[config.mk]
export PLATFORM = sky130hd
export DESIGN_NAME = pe_conv1d_sequencer
export DESIGN_NICKNAME = d
export VERILOG_FILES = /design/src/rtl/pe_seq_pkg.sv /design/src/rtl/pe_conv1d_sequencer.sv
export SDC_FILE = /design/constraint.sdc
export NUM_CORES = 1
export LEC_CHECK = 0
export CORE_AREA = 3 3 60 117
export DETAILED_ROUTE_END_ITERATION = 7
export DIE_AREA = 0 0 63 120
export PLACE_DENSITY_LB_ADDON = 0.2
export SYNTH_ARGS = -nofsm -noshare
export SYNTH_HDL_FRONTEND = slang
export SYNTH_SLANG_ARGS = --single-unit
[constraint.sdc]
create_clock -name clk -period 2.2 [get_ports clk]
set_clock_uncertainty 0.2 [all_clocks]
set_input_delay 0.44 -clock clk [delete_from_list [all_inputs] [get_ports clk]]
set_output_delay 0.44 -clock clk [all_outputs]
set_load 0.03 [all_outputs]
[src/rtl/pe_seq_pkg.sv]
// pe_seq_pkg: shared state encoding, load-select codes and output-count helper for the conv1d sequencer
package pe_seq_pkg;
  typedef enum logic [2:0] {IDLE, F_RD, F_WR, I_RD, I_WR, START, RUN, WAIT_DONE} state_t;
  localparam logic SEL_FILTER = 1'b0;
  localparam logic SEL_IFMAP = 1'b1;
  function automatic int num_out(int depth_i, int depth_f);
    return depth_i - depth_f + 1;
  endfunction
endpackage

[src/rtl/pe_conv1d_sequencer.sv]
// pe_conv1d_sequencer: loads filter/ifmap into a 1D-conv PE, feeds psum_in, forwards psum_out and guards against a hung PE
module pe_conv1d_sequencer
  import pe_seq_pkg::*;
#(
  parameter int WIDTH = 8,
  parameter int DEPTH_I = 5,
  parameter int ADDR_I = 3,
  parameter int DEPTH_F = 3,
  parameter int ADDR_F = 2,
  parameter int MEM_AW = 4,
  parameter int TIMEOUT = 1000
) (
  input  logic                clk,
  input  logic                rst_n,
  input  logic                go,
  input  logic [WIDTH-1:0]    cfg_bias,
  output logic                busy,
  output logic                err,
  output logic                mem_rd_en,
  output logic [MEM_AW-1:0]   mem_addr,
  input  logic [WIDTH/2-1:0]  mem_rdata,
  output logic                ld_valid,
  input  logic                ld_ready,
  output logic                ld_sel,
  output logic [ADDR_I-1:0]   ld_addr,
  output logic [WIDTH/2-1:0]  ld_data,
  output logic                start_valid,
  input  logic                start_ready,
  output logic                pin_valid,
  input  logic                pin_ready,
  output logic [WIDTH-1:0]    pin_data,
  input  logic                pout_valid,
  output logic                pout_ready,
  input  logic [WIDTH-1:0]    pout_data,
  output logic                res_valid,
  input  logic                res_ready,
  output logic [WIDTH-1:0]    res_data,
  output logic                res_last,
  input  logic                done_valid,
  output logic                done_ready
);
  localparam int OW = WIDTH / 2;
  localparam int NUM_OUT = num_out(DEPTH_I, DEPTH_F);
  localparam int M1 = DEPTH_I > NUM_OUT ? DEPTH_I : NUM_OUT;
  localparam int CW = $clog2((M1 > TIMEOUT ? M1 : TIMEOUT) + 1);
  state_t state, state_n;
  logic [CW-1:0] idx, pin_cnt, out_cnt, wdog;
  logic [WIDTH-1:0] bias;
  logic [OW-1:0] ld_hold;
  logic rd_d, in_wd, accept, ld_xfer, ld_last, st_xfer, pin_xfer, res_xfer, done_xfer, timeout;
  assign accept = state == IDLE && go;
  assign in_wd = state == RUN || state == WAIT_DONE;
  assign busy = state != IDLE;
  assign mem_rd_en = state == F_RD || state == I_RD;
  assign mem_addr = state == I_RD ? MEM_AW'(DEPTH_F) + MEM_AW'(idx) : MEM_AW'(idx);
  assign ld_valid = state == F_WR || state == I_WR;
  assign ld_sel = state == I_WR ? SEL_IFMAP : SEL_FILTER;
  assign ld_addr = state == I_WR ? ADDR_I'(idx) : ADDR_I'(idx[ADDR_F-1:0]);
  assign ld_data = rd_d ? mem_rdata : ld_hold;
  assign start_valid = state == START;
  assign pin_valid = state == RUN && pin_cnt < CW'(NUM_OUT);
  assign pin_data = bias;
  assign pout_ready = state == RUN && res_ready;
  assign res_valid = state == RUN && pout_valid;
  assign res_data = pout_data;
  assign res_last = state == RUN && out_cnt == CW'(NUM_OUT - 1);
  assign done_ready = state == WAIT_DONE;
  assign ld_xfer = ld_valid && ld_ready;
  assign ld_last = idx == (state == I_WR ? CW'(DEPTH_I - 1) : CW'(DEPTH_F - 1));
  assign st_xfer = start_valid && start_ready;
  assign pin_xfer = pin_valid && pin_ready;
  assign res_xfer = res_valid && res_ready;
  assign done_xfer = done_valid && done_ready;
  assign timeout = in_wd && !(pin_xfer || res_xfer || done_xfer) && wdog == CW'(TIMEOUT - 1);
  always_comb begin
    state_n = state;
    case (state)
      IDLE: state_n = go ? F_RD : IDLE;
      F_RD: state_n = F_WR;
      F_WR: state_n = !ld_ready ? F_WR : ld_last ? I_RD : F_RD;
      I_RD: state_n = I_WR;
      I_WR: state_n = !ld_ready ? I_WR : ld_last ? START : I_RD;
      START: state_n = start_ready ? RUN : START;
      RUN: state_n = timeout ? IDLE : (res_xfer && out_cnt == CW'(NUM_OUT - 1)) ? WAIT_DONE : RUN;
      WAIT_DONE: state_n = (done_valid || timeout) ? IDLE : WAIT_DONE;
      default: state_n = IDLE;
    endcase
  end
  always_ff @(posedge clk) begin
    if (!rst_n) begin
      state <= IDLE;
      idx <= '0;
      pin_cnt <= '0;
      out_cnt <= '0;
      wdog <= '0;
      bias <= '0;
      ld_hold <= '0;
      rd_d <= 1'b0;
      err <= 1'b0;
    end else begin
      state <= state_n;
      rd_d <= mem_rd_en;
      ld_hold <= rd_d ? mem_rdata : ld_hold;
      bias <= accept ? cfg_bias : bias;
      idx <= state == IDLE ? '0 : ld_xfer ? (ld_last ? '0 : idx + 1'b1) : idx;
      pin_cnt <= st_xfer ? '0 : pin_xfer ? pin_cnt + 1'b1 : pin_cnt;
      out_cnt <= st_xfer ? '0 : res_xfer ? out_cnt + 1'b1 : out_cnt;
      wdog <= (st_xfer || pin_xfer || res_xfer || done_xfer) ? '0 : in_wd ? wdog + 1'b1 : wdog;
      err <= timeout ? 1'b1 : accept ? 1'b0 : err;
    end
  end
endmodule

==> qor.log <==
[sta] Setup WS post-layout -0.0978 ns
[logic_synthesis] Syn Std Cell Area 0.00271 mm2
[worst_hold_path] cell depth of the worst hold path 2
[layout] Antenna Diode Count 0
[pwr] power density relative to cell area 654 mW/mm2
[job] count of maximum capacitance violations 0
[clock_network] buffer levels on the longest clock path 2
[clock_network] clock buffer count from CTS 9
[critical_path] nature of the critical path startpoint flop
[sta] final hold violation count 0
[drt] number of design-rule violations left by the first detailed-router iteration 86
[place] Detailed Place HPWL 4.77 mm
[logic_synthesis] synthesized flop and latch total 57
[floorplan] die area 0.00756 mm2
[layout] number of nets in the layout 418
[pwr] Sw Share 23.0%
[global_route] first-pass GRT wire length 11.0 mm
[critical_path] endpoint of the worst register-to-register path state[0]
[pwr] proportion of power drawn by flip-flops and latches 42.1%
[clock_network] TritonCTS clock tree built
[drt] Via density 4.97
[place] Port Buffers 50
[pwr] clock share of power 49.5%
[worst_hold_path] Worst Hold End pin_data[3]
[place] placed instance count 454
[pwr] internal power 0.00193 W
[worst_hold_path] origin of the worst min-delay path pin_data[3]
[clock_network] depth of the CTS H-tree 3
[logic_synthesis] synthesized instance count 312
[layout] layout cells sized above 1 24.9%
[logic_synthesis] Post-synth EDFFs 0
[floorplan] boundary pin count 67
[sta] Min Clock Period, post-route 2.30 ns
[drt] number of nets with antenna violations after routing 0
[global_route] GRT Total Usage 18.7%
[pwr] combinational power share 8.3%
[clock_network] clock sinks 57
[sta] slew at the pin closest to its max-slew limit 0.346 ns
[sta] post-route setup TNS -0.0978 ns
[drt] Remaining DRCs 0
[layout] count of fill cells added during filler insertion 571
[drt] number of optimization iterations in the first detailed-route pass 4
[drt] DRT Wirelength 6.47 mm
[global_route] GRT overflow 0
[floorplan] area inside the core boundary 0.00631 mm2
[logic_synthesis] Post-Syn Area per Cell 8.67 um2
[floorplan] overall die width 63 um
[clock_network] clock transition at the registers of the reported paths 0.05 ns
[floorplan] std cell rows 41
[clock_network] Root Buffer clkbuf_16
[drt] total vias in the final route 2344
[logic_synthesis] synth unique cells 43
[critical_path] maximum fanout along the worst path 2
[sta] Final Slew Violations 0
[critical_path] Worst R2R Path Depth 6
[sta] Final setup violation count 1
[critical_path] data arrival time at the worst-slack endpoint 1.66 ns
[logic_synthesis] fraction of the yosys area taken by sequential cells 42.2%
[logic_synthesis] number of warning messages in the yosys log 0
[layout] relative area change from synthesis to final layout 41.6%
[status] result of the run complete, but fails checks
[floorplan] height of the die 120 um
[clock_network] worst skew pair latency 0.33 ns
[floorplan] starting density of the core 42.9%
[critical_path] class of the most critical setup path reg2out
[sta] top achievable clock speed 435 MHz
[layout] final standard cell count with taps included and fillers excluded 472
[status] failing checks negative setup slack
[sta] RSZ-0062 raised after global routing true
[pwr] Net Switching 0.000577 W
[logic_synthesis] Synth Net Count 348
[logic_synthesis] share of synthesized registers carrying an async set or reset 0%
[sta] worst max-slew margin expressed relative to the limit 76.7%
[sta] Tcrit/Tclk final 104%
[critical_path] setup slack on the worst flop-to-flop path 0.10 ns
[critical_path] capturing element type of the critical path output port
[place] Final GP Congestion 0.820
[clock_network] hold buffer count at cts 0
[drt] wire length per cell 13.7 um
[sta] Hold Worst Slack 0.258 ns
[global_route] maximum number of pins on one net before global-route repair 26
[critical_path] startpoint of the worst register-to-register path wdog[0]
[worst_hold_path] worst hold-check path type reg2reg
[logic_synthesis] most instantiated flip-flop cell in the synthesis netlist dfxtp_1
[pwr] worst vdd rail ir drop 0.555 mV
[global_route] number of global-route vias before repair 2356
[pwr] P_leak 1.54 nW
[global_route] initial antenna violation count 0
[critical_path] data required time of the worst path 1.56 ns
[flip-flops by register name, indices dropped and copies added, names as in the netlist]
register and count:
out_cnt 10, ld_hold 4, wdog 10, rd_d 1
pin_cnt 10, state 3, err 1, pin_data 8
idx 10
[routing by layer]
| metal | share of wire, % | vias to the layer above | track usage [%] | wire (um) |
|---|---|---|---|---|
| li1 | - | 1184 | - | - |
| met1 | 38 | 1089 | 19.8 | 2460 |
| met2 | 55 | 56 | 33.2 | 3560 |
| met3 | 4.9 | 15 | 4.68 | 314 |
| met4 | 2.2 | 0 | 9.68 | 141 |
| met5 | 0 | - | 0 | 0 |
[per-stage QoR]
step / cell area (um2) / total power [W] / setup WS, ns / utilization [%]
3_5_place_dp: 3410 / 0.00128 / -0.214 / 54.0
3_3_place_gp: 3410 / 0.00128 / -0.180 / 54.0
4_1_cts: 3730 / 0.00253 / -0.117 / 59.1
5_1_grt: 3830 / 0.00259 / -0.155 / 60.7
2_1_floorplan: 2760 / 0.00120 / 0.00406 / -
6_report: 3830 / 0.00251 / -0.0978 / 60.7
[repair_timing]
item,in CTS,in global routing
pin swaps,1,3
buffers inserted,0,3
gates cloned,0,0
setup endpoints to repair,8,21
resized for setup,16,15
[worst max path at each step]
stage	endpoint	startpoint	slack, ns
2_1_floorplan	mem_addr[3]	state[0]	0.004
3_3_place_gp	state[0]	pin_ready	-0.18
3_5_place_dp	state[0]	pin_ready	-0.21
4_1_cts	pin_valid	pin_cnt[7]	-0.12
5_1_grt	pin_valid	pin_cnt[7]	-0.15
6_report	pin_valid	pin_cnt[7]	-0.1
[layout make-up]
| type | instances | area (um2) | share of cell area (%) |
|---|---|---|---|
| clock buffer | 12 | 246 | 6.44 |
| clock inverter | 3 | 17.5 | 0.457 |
| timing repair buffer | 79 | 716 | 18.7 |
| multi-input combinational | 227 | 1560 | 40.7 |
| sequential | 57 | 1150 | 30.2 |
| tap | 86 | 108 | 2.81 |
| inverter | 8 | 30.0 | 0.784 |
[layout by cell type, fill, tap and decap left out, types with 4 or more instances in the layout]
| master | n |
|---|---|
| xor2_1 | 15 |
| nor2_1 | 41 |
| clkbuf_16 | 9 |
| and3_1 | 14 |
| and2_1 | 10 |
| ha_1 | 7 |
| nor3_1 | 5 |
| buf_4 | 40 |
| a21oi_1 | 4 |
| dfxtp_1 | 52 |
| mux2_2 | 4 |
| inv_1 | 8 |
| a21boi_0 | 9 |
| xnor2_1 | 14 |
| nand2_1 | 38 |
| nand3_1 | 10 |
| nand4_1 | 8 |
| clkdlybuf4s50_1 | 31 |
| buf_6 | 5 |
[cells in the mapped netlist (8+ instances only)]
cell type   n  area, um2
nand2_1    39        146
and3_1     14       87.6
xnor2_1    15        131
nand3_1    11       55.1
a21boi_0    9       67.6
nor2_1     44        165
and2_1     11       68.8
inv_1       8       30.0
buf_4      10       75.1
nand4_1     8       50.1
xor2_1     18        158
dfxtp_1    57       1140
[power by group through the flow]
| stage | Combinational [W] | Sequential, W | Clock [W] |
|---|---|---|---|
| after floorplan | 0.000108 | 0.00109 | 0 |
| final | 0.000209 | 0.00106 | 0.00124 |
| after global routing | 0.000224 | 0.00106 | 0.00131 |
| after CTS | 0.000206 | 0.00106 | 0.00127 |
| after detailed placement | 0.000203 | 0.00108 | 0 |
| after global placement | 0.000201 | 0.00108 | 0 |
[cell families after synthesis]
family / count (synthesis) / share of synthesized area (%)
AOI/OAI and AO/OA: 24 / 6.52
xor gates and xnor gates: 33 / 10.7
adders and majority gates: 7 / 3.24
buffers and inverters: 28 / 5.41
DFF: 57 / 42.2
muxes: 6 / 2.41
and+or+nand+nor: 157 / 29.6
[worst max-delay path, cell delays in order (launching register included)]
cell	delay (ns)
dfxtp_1	0.30
or4_4	0.58
nor4_4	0.27
buf_6	0.17
Power figures use the tool's default switching activity.
